[src/rtl/lc_pkg.sv]
// Shared lifecycle definitions: state width, end-of-life state, initiator FSM
// states and failure causes.
package lc_pkg;

  localparam int unsigned LC_WIDTH = 3;
  localparam logic [LC_WIDTH-1:0] LC_END = LC_WIDTH'(5);

  typedef enum logic [2:0] {
    ST_IDLE       = 3'd0,
    ST_FETCH_ID   = 3'd1,
    ST_REQ        = 3'd2,
    ST_WAIT_ACK   = 3'd3,
    ST_RELEASE    = 3'd4,
    ST_GUARD_WAIT = 3'd5,
    ST_DONE       = 3'd6
  } lc_init_state_e;

  typedef enum logic [1:0] {
    ERR_NONE           = 2'd0,
    ERR_BAD_TARGET     = 2'd1,
    ERR_AUTH_FAIL      = 2'd2,
    ERR_STATE_MISMATCH = 2'd3
  } lc_err_e;

endpackage

[src/rtl/lc_step_timer.sv]
// Loadable up-counter: clear zeroes the count and loads the limit; hit is a
// registered flag that is high whenever the count equals the loaded limit.
module lc_step_timer #(
  parameter int unsigned CNT_WIDTH = 5
) (
  input  logic                 clk,
  input  logic                 rst,
  input  logic                 clear,
  input  logic                 en,
  input  logic [CNT_WIDTH-1:0] limit,
  output logic                 hit
);

  logic [CNT_WIDTH-1:0] cnt_q, cnt_d;
  logic [CNT_WIDTH-1:0] lim_q, lim_d;

  // Next count and limit: clear has priority over counting.
  always_comb begin
    cnt_d = cnt_q;
    lim_d = lim_q;
    if (clear) begin
      cnt_d = '0;
      lim_d = limit;
    end else if (en) begin
      cnt_d = cnt_q + CNT_WIDTH'(1);
    end
  end

  // Count/limit registers; hit is precomputed so it lines up with the count.
  always_ff @(posedge clk or negedge rst) begin
    if (!rst) begin
      cnt_q <= '0;
      lim_q <= '1;
      hit   <= 1'b0;
    end else begin
      cnt_q <= cnt_d;
      lim_q <= lim_d;
      hit   <= (cnt_d == lim_d);
    end
  end

endmodule

[src/rtl/lc_transition_initiator.sv]
// Requester side of the lifecycle transition handshake. Steps the protection
// block one lifecycle state at a time toward a host-requested target.
// Optional build macro LC_INIT_ID_SCRUB_EN: the identifier output reads zero
// whenever the request is low, and the stored identifier is wiped on release.
module lc_transition_initiator
  import lc_pkg::*;
#(
  parameter int unsigned ID_WIDTH = 256,
  parameter int unsigned TIMEOUT  = 16,
  parameter int unsigned GUARD    = 2
) (
  input  logic                clk,
  input  logic                rst,
  input  logic                cmd_valid,
  output logic                cmd_ready,
  input  logic [LC_WIDTH-1:0] cmd_target,
  input  logic                id_valid,
  output logic                id_ready,
  input  logic [ID_WIDTH-1:0] id_data,
  output logic                lc_transition_request,
  output logic [ID_WIDTH-1:0] lc_identifier,
  input  logic                lc_success,
  input  logic [LC_WIDTH-1:0] lc_state,
  output logic                busy,
  output logic                done,
  output logic                error,
  output logic [1:0]          err_code,
  output logic [LC_WIDTH-1:0] steps_done
);

  localparam int unsigned TMR_MAX = (TIMEOUT > GUARD) ? TIMEOUT : GUARD;
  localparam int unsigned TMR_W   = $clog2(TMR_MAX + 1);
  localparam logic [TMR_W-1:0] TIMEOUT_LIM = TMR_W'(TIMEOUT - 1);
  localparam logic [TMR_W-1:0] GUARD_LIM   = TMR_W'(GUARD - 1);

  lc_init_state_e      state_q, state_d;
  logic [LC_WIDTH-1:0] target_q;
  logic [LC_WIDTH-1:0] prev_lc_q;
  logic [ID_WIDTH-1:0] id_q;

  logic                tmr_clear, tmr_en, tmr_hit;
  logic [TMR_W-1:0]    tmr_limit;
  logic                accept_cmd, bad_target, take_id, step_ok, step_err;
  lc_err_e             step_code;

  lc_step_timer #(.CNT_WIDTH(TMR_W)) u_timer (
    .clk   (clk),
    .rst   (rst),
    .clear (tmr_clear),
    .en    (tmr_en),
    .limit (tmr_limit),
    .hit   (tmr_hit)
  );

  // Next-state logic and per-cycle control strobes.
  always_comb begin
    state_d    = state_q;
    tmr_clear  = 1'b0;
    tmr_en     = 1'b0;
    tmr_limit  = TIMEOUT_LIM;
    accept_cmd = 1'b0;
    bad_target = 1'b0;
    take_id    = 1'b0;
    step_ok    = 1'b0;
    step_err   = 1'b0;
    step_code  = ERR_NONE;
    unique case (state_q)
      ST_IDLE: begin
        if (cmd_valid) begin
          accept_cmd = 1'b1;
          if ((cmd_target <= lc_state) || (cmd_target > LC_END)) begin
            bad_target = 1'b1;
            state_d    = ST_DONE;
          end else begin
            state_d = ST_FETCH_ID;
          end
        end
      end
      ST_FETCH_ID: begin
        if (id_valid && id_ready) begin
          take_id = 1'b1;
          state_d = ST_REQ;
        end
      end
      ST_REQ: begin
        tmr_clear = 1'b1;
        tmr_limit = TIMEOUT_LIM;
        state_d   = ST_WAIT_ACK;
      end
      ST_WAIT_ACK: begin
        tmr_en = 1'b1;
        if (lc_success) begin
          state_d = ST_RELEASE;
          if (lc_state == LC_WIDTH'(prev_lc_q + LC_WIDTH'(1))) begin
            step_ok = 1'b1;
          end else begin
            step_err  = 1'b1;
            step_code = ERR_STATE_MISMATCH;
          end
        end else if (tmr_hit) begin
          step_err  = 1'b1;
          step_code = ERR_AUTH_FAIL;
          state_d   = ST_RELEASE;
        end
      end
      ST_RELEASE: begin
        if (!lc_success) begin
          tmr_clear = 1'b1;
          tmr_limit = GUARD_LIM;
          state_d   = ST_GUARD_WAIT;
        end
      end
      ST_GUARD_WAIT: begin
        tmr_en    = 1'b1;
        tmr_limit = GUARD_LIM;
        if (tmr_hit) begin
          state_d = (error || (lc_state == target_q)) ? ST_DONE : ST_FETCH_ID;
        end
      end
      ST_DONE: begin
        state_d = ST_IDLE;
      end
      default: begin
        state_d = ST_IDLE;
      end
    endcase
  end

  // State, datapath and registered outputs.
  always_ff @(posedge clk or negedge rst) begin
    if (!rst) begin
      state_q               <= ST_IDLE;
      target_q              <= '0;
      prev_lc_q             <= '0;
      id_q                  <= '0;
      cmd_ready             <= 1'b1;
      id_ready              <= 1'b0;
      busy                  <= 1'b0;
      done                  <= 1'b0;
      lc_transition_request <= 1'b0;
      error                 <= 1'b0;
      err_code              <= ERR_NONE;
      steps_done            <= '0;
    end else begin
      state_q               <= state_d;
      cmd_ready             <= (state_d == ST_IDLE);
      id_ready              <= (state_d == ST_FETCH_ID);
      busy                  <= (state_d != ST_IDLE);
      lc_transition_request <= (state_d == ST_WAIT_ACK);
      done                  <= (state_q == ST_DONE);
      if (accept_cmd) begin
        target_q   <= cmd_target;
        error      <= bad_target;
        err_code   <= bad_target ? ERR_BAD_TARGET : ERR_NONE;
        steps_done <= '0;
      end
      if (take_id) begin
        id_q      <= id_data;
        prev_lc_q <= lc_state;
      end
      if (step_ok) begin
        steps_done <= steps_done + LC_WIDTH'(1);
      end
      if (step_err) begin
        error    <= 1'b1;
        err_code <= step_code;
      end
`ifdef LC_INIT_ID_SCRUB_EN
      if ((state_q == ST_WAIT_ACK) && (state_d == ST_RELEASE)) begin
        id_q <= '0;
      end
`endif
    end
  end

`ifdef LC_INIT_ID_SCRUB_EN
  logic [ID_WIDTH-1:0] ident_q;

  // Identifier output is only non-zero while the request is high.
  always_ff @(posedge clk or negedge rst) begin
    if (!rst) begin
      ident_q <= '0;
    end else begin
      ident_q <= (state_d == ST_WAIT_ACK) ? id_q : '0;
    end
  end

  assign lc_identifier = ident_q;
`else
  assign lc_identifier = id_q;
`endif

endmodule

[config.mk]
export PLATFORM = sky130hd
export DESIGN_NAME = lc_transition_initiator
export DESIGN_NICKNAME = d
export VERILOG_FILES = /design/src/rtl/lc_pkg.sv /design/src/rtl/lc_step_timer.sv /design/src/rtl/lc_transition_initiator.sv
export SDC_FILE = /design/constraint.sdc
export NUM_CORES = 1
export LEC_CHECK = 0
export ABC_AREA = 1
export CAP_MARGIN = 20
export CORE_AREA = 2 2 207 209
export CTS_CLUSTER_SIZE = 8
export DETAILED_ROUTE_END_ITERATION = 16
export DIE_AREA = 0 0 209 211
export GPL_TIMING_DRIVEN = 0
export MAX_ROUTING_LAYER = met4
export PLACE_DENSITY_LB_ADDON = 0.08
export REMOVE_ABC_BUFFERS = 1
export SETUP_SLACK_MARGIN = 0.4
export SYNTH_ARGS = -nofsm -noshare
export SYNTH_HDL_FRONTEND = slang
export SYNTH_SLANG_ARGS = --single-unit
[constraint.sdc]
create_clock -name clk -period 1.8 [get_ports clk]
set_input_delay 0.54 -clock clk [delete_from_list [all_inputs] [get_ports clk]]
set_output_delay 0.54 -clock clk [all_outputs]
set_load 0.02 [all_outputs]
==> impl_metrics.tcl <==
set metrics [dict create \
    worst_pin_slew_ps 615 \
    cts_root_buffer "clkbuf_16" \
    synth.cell_area_mm2 0.0112 \
    yosys-top-cells-area "dfrtp_1, mux2_2, nand2_1" \
    numCtsBuffers 42 \
    dp.final_hpwl_um 28400 \
    floorplan.core_area_mm2 0.0418 \
    synth_edf_count 0 \
    ctsLongestPathBuffers 3 \
    ir_worst_vdd_mv 1.01 \
    synthDistinctLibCells 30 \
    min_period_over_period_pct 102 \
    die_area_mm2 0.0441 \
    power.net_switching_mw 12.2 \
    synthDominantCellAreaShare_pct 62.5 \
    hold_slack_ps -6.07 \
    grt_use_total_pct 18.0 \
    timing.critical_path.arrival_ps 2260 \
    final_period_minus_worst_setup_slack_ps 1840 \
    synth_async_sr_flop_share_pct 100 \
    reg2reg_setup_slack_ps -40 \
    final_layout_size_suffix_gt1_share_pct 51.8 \
    grt_remaining_overflow 0 \
    drt-vias-per-instance 4.28 \
    io_pins 534 \
    drt_wl_total_um 39000 \
    worstSkewPairLatency_ps 540 \
    violations "hold timing, setup timing" \
    die_w_um 209 \
    syn_to_final_growth_pct 81.0 \
    avgSynthCellArea_um2 14.8 \
    final_antenna_net_count 0 \
    drt_pass1_iterations 4 \
    tns_ps -544 \
    startpoint_type "flop" \
    start_util_pct 26.9 \
    synth_area_leader_cell "dfrtp_1" \
    drtIter0Drc 193 \
    place_congestion 0.732 \
    clockPowerShare_pct 20.5 \
    leakage_nw 9.69 \
    number_of_remaining_drc_errors 0 \
    p_per_area_mw_per_mm2 1730 \
    final.setup_skew_ps 12.1 \
    power.share.combinational_pct 47.1 \
    place_inst 1821 \
    number_of_antenna_violations_at_the_first_check_in_global_routing 6 \
    finish.net_count 1690 \
    ctsHtreeMaxLevel 2 \
    final-setup-viol-count 69 \
    path_max_fanout 8 \
    avgRoutedWirePerCell_um 19.8 \
    count_of_clock_tree_sinks 287 \
    seq_power_share_pct 32.4 \
    synth_seq_cells 287 \
    timing.max_cap.violations 0 \
    rsz_0062_raised_after_global_routing "yes" \
    critical_path.endpoint_type "flop" \
    power.switching_fraction_pct 34.6 \
    synthesis.yosys.warnings 0 \
    grt_start_max_net_pins 110 \
    maxSlewHeadroom_pct 59.0 \
    cts.clk_slew.worst_paths_ps 60 \
    hold_viol_final 2 \
    synth_seq_area_share_pct 63.9 \
    fmaxAchievable_mhz 543 \
    status "finished, violations left" \
    postLayoutSetupSlackWorst_ps -43.0 \
    ys_dominant_reg_cell "dfrtp_1" \
    std_cell_rows 75 \
    finalMaxSlewViolations 0 \
    critical_path_required_ps 2220 \
    synthCells 758 \
    via_count 8438 \
    number_of_global_route_vias_before_repair 8940 \
    die-height_um 211 \
    tritoncts "built" \
    fin_cells 1973 \
    p_int_mw 23.0 \
    placement.io_buffers 533 \
    min-delay-path-class "input port to asynchronous set/reset pin" \
    timing_worst_setup_path_type "flop to flop" \
    synth_most_common_cell "dfrtp_1" \
    synth_top_cells_by_count "dfrtp_1, mux2_2, nand2_1" \
    grt_first_pass_wirelength_um 57300 \
]
## registers in the layout, summed over array words and instances, names as in the netlist, 2 cells and up
name,count
lc_identifier,256
u_timer.cnt_q,5
u_timer.lim_q,5
prev_lc_q,3
state_q,3
steps_done,3
target_q,3
err_code,2
## stage by stage
step | worst slack (ps) | total power, mW | hold WS [ps] | utilization [%] | instance area [um2]
final | -43.0 | 35.2 | -6.07 | 48.8 | 20400
after detailed placement | -1460 | 25.8 | 471 | 41.7 | 17400
after CTS | -36.1 | 35.1 | -21.1 | 47.6 | 19900
after global placement | -15250 | 24.8 | 462 | 40.7 | 17000
after global routing | -98.1 | 37.1 | 19.4 | 48.8 | 20400
after floorplan | -8680 | 18.3 | 244 | - | 11000
## routing by layer
metal / global-route usage [%] / wire length, um / vias up
met4: 5.96 / 818 / 0
li1: - / - / 3922
met1: 19.2 / 14500 / 4119
met3: 6.84 / 3630 / 57
met2: 30.7 / 20100 / 340
met5: - / 0 / -
## what timing repair did
item                                   4_1_cts  5_1_grt
cloned                                      11        1
setup endpoints to repair                  546      547
setup buffers                               48       31
gates resized for setup                   1739       67
pin swaps                                   14       22
endpoints found under the hold margin       55        0
## worst paths after layout
| kind | to | cells past startpoint | from |
|---|---|---|---|
| worst min register to register | u_timer.lim_q[4]$_DFF_PN1_ | 2 | u_timer.lim_q[4]$_DFF_PN1_ |
| worst min-delay path | steps_done[0]$_DFFE_PN0P_ | 1 | rst |
| max in group asynchronous | lc_identifier[178]$_DFFE_PN0P_ | 2 | rst |
| worst max register to register | lc_identifier[13]$_DFFE_PN0P_ | 9 | state_q[2]$_DFF_PN0_ |
| min in group clk | prev_lc_q[1]$_DFFE_PN0P_ | 3 | lc_state[1] |
| worst max-delay path | lc_identifier[13]$_DFFE_PN0P_ | 9 | state_q[2]$_DFF_PN0_ |
## cells by family (layout without fill, tap and decap cells)
family | after synthesis | after routing | share of synthesized area (%)
DFF | 287 | 287 | 63.9
muxes | 257 | 257 | 25.7
and+or+nand+nor | 120 | 120 | 4.69
buffers and inverters | 63 | 733 | 3.56
AOI/OAI and AO/OA | 17 | 17 | 0.812
xor gates and xnor gates | 8 | 8 | 0.623
adders and majority gates | 6 | 6 | 0.667
other | 0 | 6 | 0
## area by class of cell
type	instances	area [um2]
Antenna cell	6	15.0
Clock buffer	54	1170
Clock inverter	1	8.76
Fill cell	3789	21400
Inverter	32	133
Multi-Input combinational cell	408	3880
Sequential cell	287	7190
Tap cell	539	674
Timing Repair Buffer	646	7280
## power by group through the flow
stage                     Clock (mW)  Combinational, mW  Sequential [mW]
after global routing            7.78               17.5             11.7
after CTS                       7.53               16.2             11.4
after detailed placement           0               14.9             10.9
final                           7.24               16.6             11.4
after global placement             0               14.3             10.6
after floorplan                    0               4.00             14.3
## layout by cell type, fill, tap and decap left out, types with 2 or more instances in the layout
cell               n
nor2_1             8
dfrtp_2            3
nand3_4            3
nand4_1            4
inv_2              6
xnor2_1            6
o21ai_1           10
diode_2            6
nand2_4            3
buf_8              6
buf_4             47
nand2_2            6
ha_1               4
clkbuf_16         46
nand3_1           19
buf_12            24
mux2_4            16
nand3_2            6
mux2_2           241
clkbuf_2           2
dfstp_2            6
xor2_1             2
clkbuf_1           8
inv_4              2
inv_1             23
dlygate4sd2_1      5
nor2_2             4
buf_16            18
nand2_1           61
o21ai_2            2
dfrtp_1          278
a21oi_2            2
buf_6            284
clkdlybuf4s50_1  258
## worst max-delay path, stage by stage (launching register included)
cell and delay [ps]:
dfrtp_2 420, inv_4 50, nand4_1 110, buf_4 170, buf_12 120, buf_12 120
buf_12 120, buf_12 140, buf_16 140, mux2_4 300
No activity file was read; power rests on OpenSTA's default activity.
